==> src/rtl/asym_fifo_pkg.sv <==
// Shared helpers for the asymmetric FIFO: width/depth derivations in
// minimum-width storage units.
package asym_fifo_pkg;

    function automatic int clog2(input int value);
        int result;
        result = 0;
        while ((1 << result) < value) begin
            result++;
        end
        return result;
    endfunction

    function automatic int minOf(input int a, input int b);
        return (a < b) ? a : b;
    endfunction

    function automatic int maxOf(input int a, input int b);
        return (a > b) ? a : b;
    endfunction

    // Storage is organised in units of the narrower port width.
    function automatic int calcMinW(input int widthW, input int widthR);
        return minOf(widthW, widthR);
    endfunction

    function automatic int calcUnits(input int width, input int widthW, input int widthR);
        return width / calcMinW(widthW, widthR);
    endfunction

    function automatic int calcDmin(input int depthW, input int widthW, input int widthR);
        return depthW * widthW / calcMinW(widthW, widthR);
    endfunction

endpackage

==> src/rtl/asym_sdp_ram.sv <==
// Simple-dual-port RAM with a WIDTHW write port and WIDTHR read port over
// DMIN narrow units; registered read, no reset on the array.
module asym_sdp_ram
    import asym_fifo_pkg::*;
#(
    parameter int WIDTHW = 8,
    parameter int WIDTHR = 32,
    parameter int DMIN   = 1024
) (
    input  logic                   clk,
    input  logic                   wrEn,
    input  logic [clog2(DMIN)-1:0] wrAddr,
    input  logic [WIDTHW-1:0]      wrData,
    input  logic                   rdEn,
    input  logic [clog2(DMIN)-1:0] rdAddr,
    output logic [WIDTHR-1:0]      rdData
);

    localparam int MINW = calcMinW(WIDTHW, WIDTHR);
    localparam int UW   = calcUnits(WIDTHW, WIDTHW, WIDTHR);
    localparam int UR   = calcUnits(WIDTHR, WIDTHW, WIDTHR);
    localparam int AW   = clog2(DMIN);

    logic [MINW-1:0] mem [DMIN];
    logic [AW-1:0]   wrLaneAddr [UW];
    logic [AW-1:0]   rdLaneAddr [UR];

    // Port addresses are aligned to their word size, so base + lane equals {addr, lane}.
    for (genvar g = 0; g < UW; g++) begin : gWrLane
        assign wrLaneAddr[g] = wrAddr + AW'(g);
    end

    for (genvar g = 0; g < UR; g++) begin : gRdLane
        assign rdLaneAddr[g] = rdAddr + AW'(g);
    end

    always_ff @(posedge clk) begin
        if (wrEn) begin
            for (int i = 0; i < UW; i++) begin
                mem[wrLaneAddr[i]] <= wrData[i*MINW +: MINW];
            end
        end
        if (rdEn) begin
            for (int i = 0; i < UR; i++) begin
                rdData[i*MINW +: MINW] <= mem[rdLaneAddr[i]];
            end
        end
    end

endmodule

==> src/rtl/asymmetric_fifo_sync.sv <==
// Single-clock FIFO with independent write/read widths: pointer and level
// bookkeeping in narrow units, flag registers and endian lane mapping.
module asymmetric_fifo_sync
    import asym_fifo_pkg::*;
#(
    parameter int WIDTHW     = 8,
    parameter int WIDTHR     = 32,
    parameter int DEPTHW     = 256,
    parameter int BIG_ENDIAN = 0,
    parameter int AFULL_THR  = 4
) (
    input  logic              clk,
    input  logic              rstn,
    input  logic              clr,
    input  logic              wr_en,
    input  logic [WIDTHW-1:0] din,
    output logic              full,
    output logic              almost_full,
    output logic              overflow,
    input  logic              rd_en,
    output logic [WIDTHR-1:0] dout,
    output logic              dout_valid,
    output logic              empty,
    output logic              underflow,
    output logic [clog2(calcDmin(DEPTHW, WIDTHW, WIDTHR)):0] level
);

    localparam int MINW = calcMinW(WIDTHW, WIDTHR);
    localparam int UW   = calcUnits(WIDTHW, WIDTHW, WIDTHR);
    localparam int UR   = calcUnits(WIDTHR, WIDTHW, WIDTHR);
    localparam int DMIN = calcDmin(DEPTHW, WIDTHW, WIDTHR);
    localparam int AW   = clog2(DMIN);
    localparam int PW   = AW + 1;

    localparam logic [PW-1:0] UW_P   = PW'(UW);
    localparam logic [PW-1:0] UR_P   = PW'(UR);
    localparam logic [PW-1:0] DMIN_P = PW'(DMIN);
    // Free write words <= AFULL_THR is the same as free units < (AFULL_THR+1)*UW.
    localparam logic [31:0]   AFULL_LIM = 32'((AFULL_THR + 1) * UW);

    logic [PW-1:0]     wrPtr, rdPtr, wrPtrNext, rdPtrNext;
    logic [PW-1:0]     levelNext, freeNext;
    logic              wrAccept, rdAccept, doutLoaded;
    logic [WIDTHW-1:0] ramWrData;
    logic [WIDTHR-1:0] ramRdData, ramRdOrdered;

    always_comb begin
        wrAccept  = wr_en & ~full & ~clr;
        rdAccept  = rd_en & ~empty & ~clr;
        wrPtrNext = wrPtr;
        rdPtrNext = rdPtr;
        if (clr) begin
            wrPtrNext = '0;
            rdPtrNext = '0;
        end else begin
            if (wrAccept) wrPtrNext = wrPtr + UW_P;
            if (rdAccept) rdPtrNext = rdPtr + UR_P;
        end
        levelNext = wrPtrNext - rdPtrNext;
        freeNext  = DMIN_P - levelNext;
    end

    // Flags are computed from the post-edge level so they are registered outputs.
    always_ff @(posedge clk or negedge rstn) begin
        if (!rstn) begin
            wrPtr       <= '0;
            rdPtr       <= '0;
            level       <= '0;
            full        <= 1'b0;
            almost_full <= 1'b0;
            empty       <= 1'b1;
            overflow    <= 1'b0;
            underflow   <= 1'b0;
            dout_valid  <= 1'b0;
            doutLoaded  <= 1'b0;
        end else begin
            wrPtr       <= wrPtrNext;
            rdPtr       <= rdPtrNext;
            level       <= levelNext;
            full        <= freeNext < UW_P;
            almost_full <= 32'(freeNext) < AFULL_LIM;
            empty       <= levelNext < UR_P;
            overflow    <= wr_en & full & ~clr;
            underflow   <= rd_en & empty & ~clr;
            dout_valid  <= rdAccept;
            doutLoaded  <= doutLoaded | rdAccept;
        end
    end

    // Big-endian mode reverses lane order on both sides of the RAM.
    for (genvar g = 0; g < UW; g++) begin : gWrOrder
        localparam int SRC = (BIG_ENDIAN != 0) ? (UW - 1 - g) : g;
        assign ramWrData[g*MINW +: MINW] = din[SRC*MINW +: MINW];
    end

    for (genvar g = 0; g < UR; g++) begin : gRdOrder
        localparam int SRC = (BIG_ENDIAN != 0) ? (UR - 1 - g) : g;
        assign ramRdOrdered[g*MINW +: MINW] = ramRdData[SRC*MINW +: MINW];
    end

    asym_sdp_ram #(
        .WIDTHW (WIDTHW),
        .WIDTHR (WIDTHR),
        .DMIN   (DMIN)
    ) uRam (
        .clk    (clk),
        .wrEn   (wrAccept),
        .wrAddr (wrPtr[AW-1:0]),
        .wrData (ramWrData),
        .rdEn   (rdAccept),
        .rdAddr (rdPtr[AW-1:0]),
        .rdData (ramRdData)
    );

    // The RAM array has no reset, so dout reads as zero until the first accepted read.
    assign dout = doutLoaded ? ramRdOrdered : '0;

endmodule

==> config.mk <==
export PLATFORM = sky130hd
export DESIGN_NAME = asymmetric_fifo_sync
export DESIGN_NICKNAME = d
export VERILOG_FILES = /design/src/rtl/asym_fifo_pkg.sv /design/src/rtl/asym_sdp_ram.sv /design/src/rtl/asymmetric_fifo_sync.sv
export SDC_FILE = /design/constraint.sdc
export NUM_CORES = 2
export LEC_CHECK = 0
export CAP_MARGIN = 15
export CORE_MARGIN = 4
export CORE_UTILIZATION = 55
export CTS_BUF_LIST = sky130_fd_sc_hd__clkbuf_4
export DETAILED_ROUTE_END_ITERATION = 8
export PLACE_DENSITY = 0.71
export SLEW_MARGIN = 20
export SYNTH_ARGS = -nofsm -noshare
export SYNTH_HDL_FRONTEND = slang
export SYNTH_SLANG_ARGS = --single-unit
==> constraint.sdc <==
create_clock -name clk -period 9.8 [get_ports clk]
set_input_delay 0.98 -clock clk [delete_from_list [all_inputs] [get_ports clk]]
set_output_delay 0.98 -clock clk [all_outputs]
set_load 0.01 [all_outputs]
; Yosys cells after proc, flatten, opt, wreduce, memory -nomap -nowiden
; Memory sizes are Yosys's and may differ from the RTL's. A register that Yosys moved wholly into a read port is not among the register bits.
; Cells that the tools add are included.
[word_totals]
reg_bits = 34
memories = 1
input_bits = 13
mem_bits_rw = 2048
output_inout_bits = 47
elab_cells = 40
[memory_table]
columns = name, words, word_bits, rd, rd_ports_with_merged_regs, wr, line
row1 = uRam.mem, 256, 8, 4, 4, 1, asym_sdp_ram.sv:24  ; logic [MINW-1:0] mem [DMIN];
[classes]
order_cmp = 3
add_sub_neg = 7
n_bitwise = 12
mux = 7
[op_table]
columns = op, n
row1 = 9-bit two-way mux, 4
row2 = 32-bit two-way mux, 1
row3 = 9-bit by 3-bit less-than comparator with 1-bit output (second input constant), 2
row4 = 8-bit by 2-bit adder with 8-bit output (second input constant), 2
row5 = 9-bit by 1-bit adder with 9-bit output (second input constant), 1
row6 = 9-bit by 3-bit adder with 9-bit output (second input constant), 1
row7 = 9-bit by 1-bit less-than comparator with 1-bit output (second input constant), 1
row8 = 9-bit subtractor, 1
row9 = 9-bit subtractor (first input constant), 1
row10 = 8-bit by 1-bit adder with 8-bit output (second input constant), 1
row11 = 1-bit AND, 8
row12 = 1-bit NOT, 3
row13 = 1-bit two-way mux, 2
row14 = 1-bit bitwise OR, 1

; Logic depth before layout (Yosys ltp)
[logic_depth]
depth_word = 8
ltp_mapped = 20
depth_no_buf = 15

; By module
; Synthesis repeated with hierarchy kept, for this count alone.
[hier_totals]
hier_cells = 7341
hier_area_um2 = 132834.9
[modules_own_cells]
columns = mod, area_per_inst_um2, instances, cells_each, seq_area_each_um2
row1 = asym_sdp_ram, 130677.8, 1, 7121, 62459.9
row2 = asymmetric_fifo_sync, 2157.1, 1, 220, 852.1

; Worst setup path before layout
; OpenSTA, ideal clock, no wires.
[synth_timing]
path_type = input to register
start = input clr
end = register full
path_stages = 13
setup_slack_ps = 5197
n_path_buf = 2
setup_ps = 77
arrival_ps = 4525
t_required_ps = 9723
path_cell_list = buf_2 nor3b_4 xnor2_1 or2_2 ha_1 clkbuf_1 a211oi_1 o21ba_2 nor2_1 nor3_1 a22oi_1 or3_1 a21oi_1
[synth_via]
elab_chain_len = 7
elab_cells_between_ends = 10
classes_between = add/sub (2) / order compare (1) / mux (4) / bitwise (3)
[synth_rtl]
columns = element, line
row1 = from (decl), asymmetric_fifo_sync.sv:14  ; input logic clr,
row2 = 1-bit NOT, asymmetric_fifo_sync.sv:49  ; rdAccept = rd_en & ~empty & ~clr;
row3 = 1-bit AND, asymmetric_fifo_sync.sv:49
row4 = named net rdAccept, asymmetric_fifo_sync.sv:43  ; logic wrAccept, rdAccept, doutLoaded;
row5 = 9-bit two-way mux, asymmetric_fifo_sync.sv:57  ; if (rdAccept) rdPtrNext = rdPtr + UR_P;
row6 = 9-bit two-way mux, asymmetric_fifo_sync.sv:52  ; if (clr) begin
row7 = 9-bit subtractor, asymmetric_fifo_sync.sv:59  ; levelNext = wrPtrNext - rdPtrNext;
row8 = named net levelNext[4], asymmetric_fifo_sync.sv:42  ; logic [PW-1:0] levelNext, freeNext;
row9 = 9-bit subtractor, asymmetric_fifo_sync.sv:60  ; freeNext = DMIN_P - levelNext;
row10 = 9-bit by 1-bit less-than comparator with 1-bit output, asymmetric_fifo_sync.sv:80  ; full <= freeNext < UW_P;
row11 = to (signal assigned), asymmetric_fifo_sync.sv:80
row12 = to (decl), asymmetric_fifo_sync.sv:17  ; output logic full,
; The timed path passes the listed nets, and every way through them passes these cells.

==> load_flow_metrics.sql <==
INSERT INTO impl_metrics (metric_group, metric, value, unit) VALUES
('run_status', 'run_status', 'finished, violations left', ''),
('run_status', 'failing_checks', 'DRC', ''),
('yosys', 'postSynthRegisterBits', '2114', ''),
('sta', 'setup_viol', '0', ''),
('job', 'cap_violations', '0', ''),
('sta', 'achievable_clock_frequency', '0.152', 'GHz'),
('sta', 'rsz0062_at_grt', 'false', ''),
('placed_design', 'place.detailed.instances', '10400', ''),
('routing', 'drc_errors', '1', ''),
('placed_design', 'gp_congestion', '0.985', ''),
('layout', 'fillCellCount', '17400', ''),
('hold_path', 'hold_end', 'uRam.mem[21][3]$_DFFE_PP_', ''),
('yosys', 'synth-edff-count', '2080', ''),
('clock_tree', 'worst_skew_late_latency', '1.47', 'ns'),
('worst_setup_path', 'critical_path_end_type', 'flip-flop', ''),
('layout', 'final_cells', '11500', ''),
('grt', 'first_pass_grt_wire_length', '668000', 'µm'),
('yosys', 'synth_largest_area_cell', 'sky130_fd_sc_hd__edfxtp_1', ''),
('yosys', 'synth-main-ff-cell', 'sky130_fd_sc_hd__edfxtp_1', ''),
('sta', 'slew_viol_final', '0', ''),
('placed_design', 'port_buffers', '59', ''),
('power_and_ir_drop', 'total_leakage_power', '42.6', 'nW'),
('clock_tree', 'ctsResizeCount', '0', ''),
('hold_path', 'worstHoldPathCells', '1', ''),
('grt', 'grt_overflow_total', '0', ''),
('die', 'initial_cell_density_of_the_core', '55.4', '%'),
('clock_tree', 'cts-root-buf', 'sky130_fd_sc_hd__clkbuf_4', ''),
('yosys', 'synthesis.instances', '7629', ''),
('grt', 'grt_pass1_vias', '88300', ''),
('sta', 'max-slew-margin-rel', '8.47', '%'),
('power_and_ir_drop', 'power_density_of_the_placed_cells', '146', 'mW/mm²'),
('worst_setup_path', 'cp.arrival', '7.67', 'ns'),
('worst_setup_path', 'worstReg2RegEnd', 'uRam.rdData[3]$_DFFE_PP_', ''),
('layout', 'design.final.nets', '7884', ''),
('worst_setup_path', 'rrSetupSlack', '3.23', 'ns'),
('clock_tree', 'clk_transition_reported_paths', '0.06', 'ns'),
('yosys', 'synthMostInstantiatedCell', 'sky130_fd_sc_hd__mux4_2', ''),
('power_and_ir_drop', 'peakVddDrop', '0.117', 'mV'),
('yosys', 'synth.top_cells.by_area', 'sky130_fd_sc_hd__edfxtp_1 47%, sky130_fd_sc_hd__mux4_2 38%, sky130_fd_sc_hd__nand2_1 2.5%', ''),
('worst_setup_path', 'worst-endpoint-required', '10.90', 'ns'),
('sta', 'tns', '0', 'ns'),
('clock_tree', 'postCtsHoldBufs', '3', ''),
('clock_tree', 'cts.sink_count', '2114', ''),
('yosys', 'syn_area', '0.132', 'mm²'),
('yosys', 'synth.yosys.warnings', '0', ''),
('sta', 'timing.final.crit_period', '6.57', 'ns'),
('clock_tree', 'cts_made_buffers', '594', ''),
('sta', 'timing.final.hold_violations', '0', ''),
('worst_setup_path', 'timing.reg2reg.worst_path_depth', '10', ''),
('placed_design', 'dp_hpwl', '303000', 'µm'),
('layout', 'share_of_layout_cells_above_drive_strength_1', '45.0', '%'),
('sta', 'tightestPinTransition', '1.37', 'ns'),
('hold_path', 'worstHoldPathType', 'input pin to flip-flop', ''),
('yosys', 'ys_types', '71', ''),
('die', 'design.core.area', '0.239', 'mm²'),
('yosys', 'ys_seq_area_share', '47.9', '%'),
('worst_setup_path', 'start_kind', 'flip-flop', ''),
('worst_setup_path', 'worst-path-max-fanout', '110', ''),
('grt', 'grt_antenna_before_repair', '36', ''),
('die', 'die-width', '498', 'µm'),
('yosys', 'async_flop_share', '1.61', '%'),
('worst_setup_path', 'r2r-start', 'rdPtr[0]$_DFF_PN0_', ''),
('grt', 'largest_net_degree_at_the_start_of_global_routing', '153', ''),
('sta', 'post-route-period-util', '67.0', '%'),
('sta', 'worst_clock_skew', '0.168', 'ns'),
('layout', 'layout.core_utilization', '60.3', '%'),
('yosys', 'synth_fp_nets', '7660', ''),
('yosys', 'synth_top_area_share', '47.3', '%'),
('routing', 'drt-pass1-iter-count', '9', ''),
('die', 'num_rows', '179', ''),
('routing', 'postRouteWirelength', '479000', 'µm');
## metal layers
| layer | part of all wire, % | up-vias | global-route usage (%) |
|---|---|---|---|
| met5 | 0.068 | - | 0 |
| met4 | 7.9 | 35 | 24.5 |
| met3 | 18 | 1838 | 18.8 |
| met2 | 43 | 9960 | 54.0 |
| met1 | 30 | 47100 | 47.1 |
| li1 | - | 33900 | - |
## logic make-up after synthesis
kind of cell    Yosys count  synth area share, %
mux                    2492                 40.3
flops                  2114                 47.9
simple gates           1665                 5.45
buf+inv                 770                 3.13
compound gates          520                 2.69
xor+xnor                 49                0.336
fa+ha+maj                19                0.185
## state kept, by name (all words and copies together) (netlist names)
register	flops
overflow	1
level	9
uRam.mem	2048
almost_full	1
empty	1
doutLoaded	1
uRam.rdData	32
wrPtr	9
full	1
underflow	1
dout_valid	1
rdPtr	9
## worst max-delay path by stage
stage                            start  slack [ns]                         to
floorplan                          clr        5.20             full$_DFF_PN0_
global placement    rdPtr[1]$_DFF_PN0_        2.74  uRam.rdData[10]$_DFFE_PP_
detailed placement  rdPtr[1]$_DFF_PN0_        3.27  uRam.rdData[13]$_DFFE_PP_
CTS                 rdPtr[1]$_DFF_PN0_        3.21  uRam.rdData[13]$_DFFE_PP_
global route        rdPtr[0]$_DFF_PN0_        3.03   uRam.rdData[3]$_DFFE_PP_
finish              rdPtr[0]$_DFF_PN0_        3.23   uRam.rdData[3]$_DFFE_PP_
## worst max-delay path: stages, from the launching register on
cell                       delay, ns
sky130_fd_sc_hd__dfrtp_4        0.77
sky130_fd_sc_hd__buf_4          0.75
sky130_fd_sc_hd__buf_12         0.60
sky130_fd_sc_hd__buf_4          0.91
sky130_fd_sc_hd__mux2i_1        0.34
sky130_fd_sc_hd__mux2i_1        0.12
sky130_fd_sc_hd__mux4_2         0.55
sky130_fd_sc_hd__a22oi_1        0.35
sky130_fd_sc_hd__o221ai_1       0.22
sky130_fd_sc_hd__a22oi_1        1.12
sky130_fd_sc_hd__o221ai_1       0.30
## cell type report
type	instances	area [µm²]	area share, %
Clock inverter	206	1310	0.911
Antenna cell	35	87.6	0.0609
Clock buffer	814	6110	4.25
Multi-Input combinational cell	4745	65300	45.5
Timing Repair Buffer	383	3530	2.46
Inverter	15	61.3	0.0427
Sequential cell	2114	63300	44.1
Tap cell	3167	3960	2.76
## per-stage QoR
step           setup WS (ns)  power, mW  hold slack, ns  cell area, µm²
2_1_floorplan           5.20       11.5           0.508          132000
5_1_grt                 3.03       21.6          0.0866          144000
3_3_place_gp            2.74       12.8           0.518          136000
3_5_place_dp            3.27       12.8           0.527          136000
6_report                3.23       21.0           0.146          144000
4_1_cts                 3.21       20.9         0.00229          143000
## cell usage in the layout (no fill, tap or decap), types with 29 or more instances in the layout
cell,count
sky130_fd_sc_hd__mux2i_1,143
sky130_fd_sc_hd__a22oi_1,31
sky130_fd_sc_hd__nor2_1,241
sky130_fd_sc_hd__and3_1,93
sky130_fd_sc_hd__edfxtp_1,2080
sky130_fd_sc_hd__clkinv_2,37
sky130_fd_sc_hd__nand2_1,872
sky130_fd_sc_hd__dfrtp_1,29
sky130_fd_sc_hd__clkbuf_4,814
sky130_fd_sc_hd__clkinv_1,124
sky130_fd_sc_hd__nand4_1,64
sky130_fd_sc_hd__nand3_1,170
sky130_fd_sc_hd__a221oi_1,39
sky130_fd_sc_hd__o22ai_1,35
sky130_fd_sc_hd__buf_12,35
sky130_fd_sc_hd__diode_2,35
sky130_fd_sc_hd__a31oi_1,34
sky130_fd_sc_hd__mux4_2,2253
sky130_fd_sc_hd__and2_1,40
sky130_fd_sc_hd__mux2_2,96
sky130_fd_sc_hd__a21oi_1,176
sky130_fd_sc_hd__nor3_1,39
sky130_fd_sc_hd__a311oi_1,70
sky130_fd_sc_hd__nor2_2,63
sky130_fd_sc_hd__clkdlybuf4s50_1,50
sky130_fd_sc_hd__buf_4,283
## power breakdown
group	total [mW]	switching, mW	internal (mW)
sequential	10.0	0.0481	9.97
clock	8.28	3.97	4.30
combinational	2.71	1.89	0.819
Power figures use the tool's default switching activity.
